`config.mk`:
```
export PLATFORM = sky130hd
export DESIGN_NAME = siso_extrinsic_interleaver
export DESIGN_NICKNAME = d
export VERILOG_FILES = /design/src/rtl/siso_extrinsic_interleaver.sv
export SDC_FILE = /design/constraint.sdc
export NUM_CORES = 1
export LEC_CHECK = 0
export ABC_AREA = 1
export BUFFER_PORTS_ARGS = -buffer_cell sky130_fd_sc_hd__clkbuf_2
export CORE_AREA = 2 2 138 140
export CTS_BUF_LIST = sky130_fd_sc_hd__clkbuf_16
export DETAILED_ROUTE_END_ITERATION = 10
export DIE_AREA = 0 0 140 142
export GPL_TIMING_DRIVEN = 0
export HOLD_SLACK_MARGIN = 0.15
export PLACE_DENSITY = 0.78
export SYNTH_ARGS = -nofsm -noshare
export SYNTH_HDL_FRONTEND = slang
export SYNTH_SLANG_ARGS = --single-unit
```
`constraint.sdc`:
```
create_clock -name clk_p_i -period 1.9 [get_ports clk_p_i]
set_input_delay 0.38 -clock clk_p_i [delete_from_list [all_inputs] [get_ports clk_p_i]]
set_output_delay 0.38 -clock clk_p_i [all_outputs]
set_load 0.01 [all_outputs]
```
`src/rtl/siso_extrinsic_interleaver.sv`:
```
// Extrinsic scaling/saturation stage with block interleaver for the max-log-MAP SISO loop.
// Fills one block in natural order, then drains it in affine-permuted order.
module siso_extrinsic_interleaver #(
   parameter int DATA_SIZE  = 10,
   parameter int INPUT_SIZE = 5,
   parameter int BLOCK_SIZE = 21,
   parameter int PI_A       = 5,
   parameter int PI_B       = 0,
   parameter int DEINT      = 0
) (
   input  logic                         clk_p_i,
   input  logic                         reset_n_i,
   input  logic signed [DATA_SIZE-1:0]  llr_i,
   input  logic signed [INPUT_SIZE-1:0] sys_i,
   input  logic signed [INPUT_SIZE-1:0] apr_i,
   input  logic                         in_valid_i,
   output logic                         in_ready_o,
   output logic signed [INPUT_SIZE-1:0] ext_o,
   output logic                         hard_o,
   output logic                         out_valid_o,
   input  logic                         out_ready_i,
   output logic                         out_last_o,
   output logic [4:0]                   sat_cnt_o
);

   localparam int AW = (BLOCK_SIZE > 1) ? $clog2(BLOCK_SIZE) : 1;
   localparam int DW = DATA_SIZE + 2;
   localparam int SW = DATA_SIZE + 4;
   localparam logic [AW-1:0] LAST_IDX = AW'(BLOCK_SIZE - 1);
   localparam logic [AW-1:0] ADDR_RELOAD = AW'(PI_B);

   typedef enum logic {FILL, DRAIN} state_t;

   state_t              state_q, state_d;
   logic [AW-1:0]       idx_q, idx_d;
   logic [AW-1:0]       addr_q, addr_d;
   logic [4:0]          satAcc_q, satAcc_d;
   logic [4:0]          satCnt_q, satCnt_d;
   logic [INPUT_SIZE:0] mem_q [BLOCK_SIZE];

   logic                        wrEn;
   logic [AW-1:0]               wrAddr, rdAddr, addrNext;
   logic [AW:0]                 addrSum;
   logic signed [DW-1:0]        diff;
   logic signed [SW-1:0]        diffExt, tripled, scaled;
   logic                        isSat, hardVal;
   logic signed [INPUT_SIZE-1:0] extVal;

   // In range exactly when all bits above the target sign bit match it.
   always_comb begin
      diff    = $signed({{2{llr_i[DATA_SIZE-1]}}, llr_i})
              - $signed({{(DW-INPUT_SIZE){sys_i[INPUT_SIZE-1]}}, sys_i})
              - $signed({{(DW-INPUT_SIZE){apr_i[INPUT_SIZE-1]}}, apr_i});
      diffExt = $signed({{2{diff[DW-1]}}, diff});
      tripled = diffExt + (diffExt <<< 1);
      scaled  = tripled >>> 2;
      isSat   = !((&scaled[SW-1:INPUT_SIZE-1]) || !(|scaled[SW-1:INPUT_SIZE-1]));
      if (isSat) begin
         extVal = scaled[SW-1] ? $signed({1'b1, {(INPUT_SIZE-1){1'b0}}})
                               : $signed({1'b0, {(INPUT_SIZE-1){1'b1}}});
      end else begin
         extVal = scaled[INPUT_SIZE-1:0];
      end
      hardVal = ~llr_i[DATA_SIZE-1] & (|llr_i);
   end

   always_comb begin
      addrSum = {1'b0, addr_q} + (AW+1)'(PI_A);
      if (addrSum >= (AW+1)'(BLOCK_SIZE)) begin
         addrSum = addrSum - (AW+1)'(BLOCK_SIZE);
      end
      addrNext = addrSum[AW-1:0];
   end

   always_comb begin
      state_d     = state_q;
      idx_d       = idx_q;
      addr_d      = addr_q;
      satAcc_d    = satAcc_q;
      satCnt_d    = satCnt_q;
      wrEn        = 1'b0;
      wrAddr      = (DEINT != 0) ? addr_q : idx_q;
      rdAddr      = (DEINT != 0) ? idx_q : addr_q;
      in_ready_o  = 1'b0;
      out_valid_o = 1'b0;
      out_last_o  = 1'b0;
      ext_o       = '0;
      hard_o      = 1'b0;
      case (state_q)
         FILL: begin
            in_ready_o = 1'b1;
            if (in_valid_i) begin
               wrEn     = 1'b1;
               satAcc_d = satAcc_q + 5'(isSat);
               idx_d    = idx_q + 1'b1;
               addr_d   = addrNext;
               if (idx_q == LAST_IDX) begin
                  satCnt_d = satAcc_q + 5'(isSat);
                  satAcc_d = '0;
                  idx_d    = '0;
                  addr_d   = ADDR_RELOAD;
                  state_d  = DRAIN;
               end
            end
         end
         DRAIN: begin
            out_valid_o = 1'b1;
            ext_o       = mem_q[rdAddr][INPUT_SIZE-1:0];
            hard_o      = mem_q[rdAddr][INPUT_SIZE];
            out_last_o  = (idx_q == LAST_IDX);
            if (out_ready_i) begin
               idx_d  = idx_q + 1'b1;
               addr_d = addrNext;
               if (idx_q == LAST_IDX) begin
                  idx_d   = '0;
                  addr_d  = ADDR_RELOAD;
                  state_d = FILL;
               end
            end
         end
         default: state_d = FILL;
      endcase
   end

   // Address resets to the reload offset so the first block uses the same mapping as later ones.
   always_ff @(posedge clk_p_i or negedge reset_n_i) begin
      if (!reset_n_i) begin
         state_q  <= FILL;
         idx_q    <= '0;
         addr_q   <= ADDR_RELOAD;
         satAcc_q <= '0;
         satCnt_q <= '0;
      end else begin
         state_q  <= state_d;
         idx_q    <= idx_d;
         addr_q   <= addr_d;
         satAcc_q <= satAcc_d;
         satCnt_q <= satCnt_d;
      end
   end

   always_ff @(posedge clk_p_i or negedge reset_n_i) begin
      if (!reset_n_i) begin
         for (int k = 0; k < BLOCK_SIZE; k++) begin
            mem_q[k] <= '0;
         end
      end else if (wrEn) begin
         mem_q[wrAddr] <= {hardVal, extVal};
      end
   end

   assign sat_cnt_o = satCnt_q;

endmodule

```
# Word-level counts from Yosys, hierarchy flattened
# Index checks and enable logic that the tools add are counted.
# op_classes
addsub	7
order_cmp	4
eq_ne	3
muxes	30
bitwise_logic	5
reduce_logical	10
# ops
operator	n
126-bit bitwise mux	1
5-bit two-way mux	11
6-bit binary-select mux with 5-bit select	1
6-bit demux with 5-bit select	1
5-bit one-hot mux with 2 select lines	2
6-bit two-way mux	3
12-bit by 13-bit adder with 14-bit output	1
6-bit >= comparator, second input constant	2
5-bit NOT with 6-bit output	2
11-bit by 5-bit subtractor with 12-bit output	1
10-bit by 5-bit subtractor with 11-bit output	1
1-bit two-way mux	10
10-bit OR reduction	1
8-bit AND reduction	1
8-bit OR reduction	1
5-bit by 3-bit adder with 6-bit output, second input constant	1
6-bit by 5-bit >= comparator with 1-bit output, second input constant	1
6-bit by 1-bit < comparator with 1-bit output, second input constant	1
5-bit by 1-bit adder with 5-bit output	1
5-bit by 1-bit adder with 5-bit output, second input constant	1
5-bit == test, second input constant	1
5-bit subtractor, second input constant	1
2-bit inequality test, second input constant	2
2-bit AND reduction	2
other kinds (7)	9
# totals
register_bits	147
inputBits	24
out_inout_bits	14
elab_cells	85

# Longest topological paths before layout
# Gate-level depths: netlist of the first run.
# depth
depth_word	9
ltp_mapped	30
mapped_depth_nobuf	30

# Least setup slack after synthesis of the first run
# OpenSTA, ideal clock, no wires.
# synth_timing
path_type	in2reg
start	input sys_i[4]
end	register satCnt_q[4], in the netlist sat_cnt_o[4]
t_arrival_ns	4.321
path_slack_ns	-2.498
cell_stages	28
path_cell_list	inv_1 > fa_1 > ha_1 > a21oi_1 > o21ai_0 > nor2_1 > o21ai_0 > nand2_1 > nand2_1 > a21oi_1 > xor2_1 > ha_1 > nand2_1 > inv_1 > a21oi_1 > nand4_1 > nand2_1 > nand2_1 > nor2_2 > nand2_2 > nand2_4 > inv_1 > ha_1 > ha_1 > nand3_1 > xor2_1 > inv_1 > o21ai_1
# synth_via
elab_chain_cells	8
word_cells_on_any_way	9
classes_between	4 x add/sub; 5 x reduce/logical
# synth_rtl
element	line_no	rtl
start: declaration	14	input logic signed [INPUT_SIZE-1:0] sys_i,
10-bit by 5-bit subtractor with 11-bit output (*)	52	- $signed({{(DW-INPUT_SIZE){sys_i[INPUT_SIZE-1]}}, sys_i})
11-bit by 5-bit subtractor with 12-bit output (*)	53	- $signed({{(DW-INPUT_SIZE){apr_i[INPUT_SIZE-1]}}, apr_i});
12-bit by 13-bit adder with 14-bit output (*)	55	tripled = diffExt + (diffExt <<< 1);
8-bit OR reduction	57	isSat = !((&scaled[SW-1:INPUT_SIZE-1]) || !(|scaled[SW-1:INPUT_SIZE-1]));
1-bit logical NOT	57	
1-bit logical OR (*)	57	
1-bit logical NOT (*)	57	
5-bit by 1-bit adder with 5-bit output (*)	98	satCnt_d = satAcc_q + 5'(isSat);
end signal: assignment	138	satCnt_q <= satCnt_d;
end: declaration	38	logic [4:0] satCnt_q, satCnt_d;
# Every way passes the cells marked *; elsewhere a longest branch is shown, timed or not.
# A chain may end at the register's enable or synchronous reset.

# Final worst setup path of the first run
# Ends and elaborated chain as after synthesis.

==> flow_metrics.tcl, run 1 <==
set metrics [dict create \
    worst-slew-pin-transition_ps 600.8 \
    ys_seq_area_share_pct 42.34 \
    syn_nets 1250 \
    rrSetupSlack_ps -40 \
    drt_iter0_markers 877 \
    root_buffer "clkbuf_16" \
    dieArea_sq_um 19880 \
    slowest_delay_ps 600 \
    crit_required_ps 2260 \
    critPathMaxFanout 4 \
    io_buffer_count 37 \
    ios 38 \
    drive_gt1_share_pct 32.24 \
    final_area_sq_um 11960 \
    synth_edf_count 0 \
    fin_ws_ps -2349 \
    die_h_um 142 \
    power_density_nw_per_um2 1903 \
    synth_top_area_cell "dfrtp_1" \
    routed_wl_mm 28.75 \
    relSlewSlack_pct 59.95 \
    cts_buffer_depth 2 \
    cts_sinks 147 \
    drc 0 \
    hp-class "in -> reg" \
    dpl_cell_area_sq_um 9320 \
    start_util_pct 47.08 \
    cts_buffers 17 \
    clk_latency_ps 430 \
    grt_overflow 0 \
    synthFlopType "dfrtp_1" \
    setup_violations 126 \
    antenna_found_initial 0 \
    cp_top_family "simple AND/OR/NAND/NOR gates" \
    vias 8830 \
    viasPerCell 5.712 \
    worstHoldPathCells 4 \
    grt_util_all_layers_pct 26.64 \
    critPathLaunch "sys_i[4]" \
    finalNetCount 1365 \
    core_area_sq_um 18460 \
    syn_area_per_cell_sq_um 7.338 \
    regToRegEndpoint "mem_q[2]" \
    period_needed_ps 4249 \
    dieWidth_um 140 \
    grt_pass1_vias 8380 \
    drtPass1Iterations 5 \
    critPathKind "in -> reg" \
    crit_buf_inv 6 \
    status "finished with violations" \
    finalHoldViolCount 0 \
    leakage_uw 0.005832 \
    min_from "out_ready_i" \
    drv_cap 0 \
    routabilityCongestion 0.9132 \
    fin_crit_sh_pct 223.6 \
    finalPower_uw 22760 \
    crit_slowest_cell "fa_1" \
    drv_slew 0 \
    max-vdd-ir-drop_v 0.001539 \
    htree_levels 4 \
    reg2reg_depth 10 \
    syn_inst 1184 \
    grt_pass1_wl_mm 41.77 \
    detail-route-antenna-nets 0 \
    reg2reg_from "idx_q[1]" \
    setup-tns-final_ps -229570 \
    end_kind "flop" \
    cts_tree "yes" \
    cp-start-kind "input pin" \
    synthTopCellsByArea "dfrtp_1, nand2_1, o21ai_0" \
    yosysWarnings 0 \
    synth-async-reset-ratio_pct 100.0 \
    wl_per_cell_um 18.60 \
    synth_top_area_share_pct 42.34 \
    synth_cell_types 35 \
    fmax_mhz 235.3 \
    netlist_area_sq_um 8688 \
    fin_hold_ws_ps 205.8 \
    synth_seq_cells 147 \
    grt_max_degree 103 \
    hpwl_mm 15.96 \
    yosys-top-cells-count "nand2_1, dfrtp_1, o21ai_0" \
    diodes 0 \
    fin_skew_ps 7.956 \
    critPathArrivalTime_ps 4610 \
    hold_end "state_q" \
    rows 50 \
    synth_most_common_cell "nand2_1" \
    rsz0062_at_grt "true" \
    syn2layout_area_growth_pct 37.62 \
    clk_pin_slew_ps 60 \
    violations "negative setup slack" \
]
## worst max-delay path by stage
stage	to	slack, ps	depth (start not counted)
after floorplan	sat_cnt_o[4]	-2370	29
after global placement	sat_cnt_o[4]	-2890	31
after detailed placement	sat_cnt_o[4]	-2940	31
after CTS	sat_cnt_o[4]	-2080	29
after global routing	sat_cnt_o[4]	-2570	30
final	sat_cnt_o[4]	-2350	30
## per-layer routing
metal / global-route usage (%) / part of all wire, %
met5: 0 / 0
met2: 45.04 / 49
met1: 33.54 / 37
met4: 12.39 / 5.9
met3: 4.711 / 8.0
## logic make-up after synthesis
| family | share of synthesized area, % |
|---|---|
| adder cells (fa/ha/maj) | 6.999 |
| flip-flops | 42.34 |
| XOR/XNOR | 1.714 |
| AO/OA/AOI/OAI | 12.30 |
| AND/OR/NAND/NOR | 29.28 |
| buffers and inverters | 7.373 |
## area by class of cell
cell class | instances | area, sq um
fill | 1335 | 6499
multi-input combinational | 883 | 5603
sequential | 147 | 3681
timing repair buffer | 97 | 903.4
inverter | 118 | 478.0
clock buffer | 17 | 425.4
buffer | 34 | 395.4
tap | 234 | 292.8
clock inverter | 15 | 168.9
timing repair inverter | 1 | 8.758
## cells in the final DEF, fill, tap and decap left out, types with 14 or more instances in the layout
cell,n
a21oi_1,14
a21oi_2,17
buf_4,37
clkbuf_16,22
clkbuf_2,32
dfrtp_1,145
ha_4,18
inv_1,91
inv_2,22
nand2_1,370
nand2_2,64
nand2_4,24
nand3_1,22
nor2_1,70
nor2_4,33
o21ai_0,72
o21ai_1,27
o21ai_2,17
o22ai_1,17
## through the flow
stage | cells | worst slack [ps] | utilization, %
global route | 1546 | -2567 | 64.79
global placement | 1455 | -2887 | 50.31
finish | 1546 | -2349 | 64.79
CTS | 1525 | -2077 | 60.10
detailed placement | 1456 | -2936 | 50.50
floorplan | 1184 | -2369 | -
## what timing repair did
action                                  CTS  global route
buffers inserted                         29            27
hold endpoints to repair                 45             0
pin swaps                                69           105
gates cloned                              8             2
resized for setup                       219           212
hold buffers                              1             0
endpoints found under the setup margin  153           152
## flip-flops by register name, indices dropped and copies added, names as in the netlist
signal,flops
sat_cnt_o,5
addr_q,5
idx_q,5
state_q,1
satAcc_q,5
mem_q,126
## report_power, final
part / internal (uW) / switching [uW] / leakage (uW) / total, uW
Clock: 2050 / 1380 / 0.000293 / 3430
Sequential: 4470 / 1040 / 0.00193 / 5510
Combinational: 5550 / 8270 / 0.00361 / 13800
Total: 12100 / 10700 / 0.00583 / 22800
## worst min-delay path: cells and delay by family
family	cells	cell delay, ps
AND/OR/NAND/NOR	3	140
buffers and inverters	1	90
Power figures use the tool's default switching activity.
==> run 2, diff against run 1 <==
--- a/config.mk
+++ b/config.mk
@@ -13,7 +13,7 @@
 export DIE_AREA = 0 0 140 142
 export GPL_TIMING_DRIVEN = 0
 export HOLD_SLACK_MARGIN = 0.15
-export PLACE_DENSITY = 0.78
+export PLACE_DENSITY = 0.76
 export SYNTH_ARGS = -nofsm -noshare
 export SYNTH_HDL_FRONTEND = slang
 export SYNTH_SLANG_ARGS = --single-unit
==> constraint.sdc (replaced) <==
create_clock -name clk_p_i -period 4.1 [get_ports clk_p_i]
set_input_delay 0.82 -clock clk_p_i [delete_from_list [all_inputs] [get_ports clk_p_i]]
set_output_delay 0.82 -clock clk_p_i [all_outputs]
set_load 0.01 [all_outputs]
==> flow_metrics.tcl, run 2 (synthesized netlist as in run 1, its figures left out) <==
set metrics [dict create \
    status "finished with violations" \
    violations "negative setup slack" \
    rrSetupSlack_ps 1570 \
    crit_slowest_cell "fa_1" \
    fin_skew_ps 7.744 \
    cpMostUsedCell "nand2_1" \
    clk_pin_slew_ps 60 \
    grt_max_degree 102 \
    drt_iter0_markers 819 \
    finalNetCount 1338 \
    setup-tns-final_ps -28970 \
    largest_reg_flops 126 \
    die_h_um 142 \
    power_density_nw_per_um2 873.3 \
    grt_pass1_wl_mm 40.52 \
    cp-start-kind "input pin" \
    diodes 0 \
    fmax_mhz 221.8 \
    reg2reg_depth 8 \
    cts_buffers 17 \
    max-vdd-ir-drop_v 0.0004558 \
    slowest_delay_ps 560 \
    drive_gt1_share_pct 15.18 \
    dieArea_sq_um 19880 \
    htree_levels 4 \
    layout_commonest_cell "nand2_1" \
    crit_required_ps 4460 \
    fin_hold_ws_ps 328.8 \
    cts_buffer_depth 2 \
    fin_crit_sh_pct 110.0 \
    fin_ws_ps -408.3 \
    reg2reg_from "state_q" \
    drv_slew 0 \
    fin_util_pct 57.76 \
    critPathMaxFanout 4 \
    routabilityCongestion 0.9242 \
    end_kind "flop" \
    viasPerCell 5.476 \
    grt_util_all_layers_pct 25.96 \
    core_area_sq_um 18460 \
    clk_latency_ps 430 \
    relSlewSlack_pct 61.82 \
    post-place-ws_ps -1215 \
    vias 8318 \
    root_buffer "clkbuf_16" \
    ctsHoldBuffers 0 \
    drc 0 \
    syn2layout_area_growth_pct 22.70 \
    cts_sinks 147 \
    worst-slew-pin-transition_ps 572.7 \
    start_util_pct 47.08 \
    cp_top_family "adder cells" \
    drtPass1Iterations 6 \
    leakage_uw 0.005352 \
    grt_overflow 0 \
    hp-class "in -> async" \
    detail-route-antenna-nets 0 \
    final_cell_mix "nand2_1, dfrtp_1, o21ai_0" \
    wl_per_cell_um 16.68 \
    grt_pass1_vias 8103 \
    critPathArrivalTime_ps 4870 \
    dieWidth_um 140 \
    io_buffer_count 37 \
    cts_tree "yes" \
    setup_violations 94 \
    antenna_found_initial 0 \
    crit_buf_inv 6 \
    routed_wl_mm 25.34 \
    hpwl_mm 16.51 \
    rows 50 \
    max_flop_register "mem_q" \
    finalHoldViolCount 0 \
    period_needed_ps 4508 \
    rsz0062_at_grt "true" \
    ios 38 \
    critPathKind "in -> reg" \
    regToRegEndpoint "mem_q[45]" \
    drv_cap 0 \
]
==> run 2: changes by cell type in the layout (fill, tap and decap cells not counted), moves of 20 or more <==
cell      change
buf_4        -21
nand2_1      +58
nand2_2      -37
o21ai_0      +38
clkbuf_1     +20
nor2_4       -33
nor2_1       +36
o21ai_1      -21
nand2_4      -22
==> run 2: power by group <==
| group | switching, uW | total, uW | leakage, uW | internal, uW |
|---|---|---|---|---|
| sequential | 404 | 2480 | 0.00193 | 2070 |
| clock | 609 | 1610 | 0.000315 | 1000 |
| combinational | 3210 | 5220 | 0.00311 | 2020 |
| total | 4220 | 9310 | 0.00535 | 5090 |
==> run 2: stage by stage <==
step	instances	cell area (sq um)	power, uW
floorplan	1184	8777	5471
finish	1519	10660	9309
CTS	1514	10450	8952
global placement	1455	9255	6564
detailed placement	1456	9291	6693
global route	1519	10660	9949
==> run 2: cell type report <==
| cell class | count | area [sq um] |
|---|---|---|
| fill | 1570 | 7795 |
| multi-input combinational | 883 | 4705 |
| sequential | 147 | 3679 |
| timing repair buffer | 69 | 686.9 |
| inverter | 118 | 449.2 |
| clock buffer | 17 | 425.4 |
| tap | 234 | 292.8 |
| buffer | 36 | 247.7 |
| clock inverter | 15 | 175.2 |
==> run 2: worst max path at each step <==
stage | from | endpoint | slack (ps) | depth (start not counted)
2_1_floorplan | sys_i[4] | sat_cnt_o[4] | -610 | 29
3_3_place_gp | sys_i[4] | satAcc_q[4] | -1110 | 31
3_5_place_dp | sys_i[4] | satAcc_q[4] | -1210 | 31
4_1_cts | sys_i[4] | sat_cnt_o[4] | -390 | 29
5_1_grt | sys_i[4] | sat_cnt_o[4] | -650 | 31
6_report | sys_i[4] | sat_cnt_o[4] | -410 | 31
==> run 2: repair_timing <==
action                     4_1_cts  5_1_grt
setup endpoints to repair       94       94
pin swaps                       20       34
gates cloned                     7        1
gates resized for setup         45       38
buffers inserted                19        4
==> run 2: per-layer routing <==
metal | track usage, % | part of all wire (%) | vias to the layer above
met5 | 0 | 0 | -
met3 | 5.283 | 7.8 | 76
li1 | - | - | 3966
met1 | 34.19 | 42 | 3923
met2 | 42.39 | 47 | 353
met4 | 10.47 | 3.4 | 0
==> run 2: worst reg2reg max path: cells and delay by family (launching register included) <==
family	cells	cell delay (ps)
AND/OR/NAND/NOR	5	1300
flip-flops	1	410
buffers and inverters	3	720
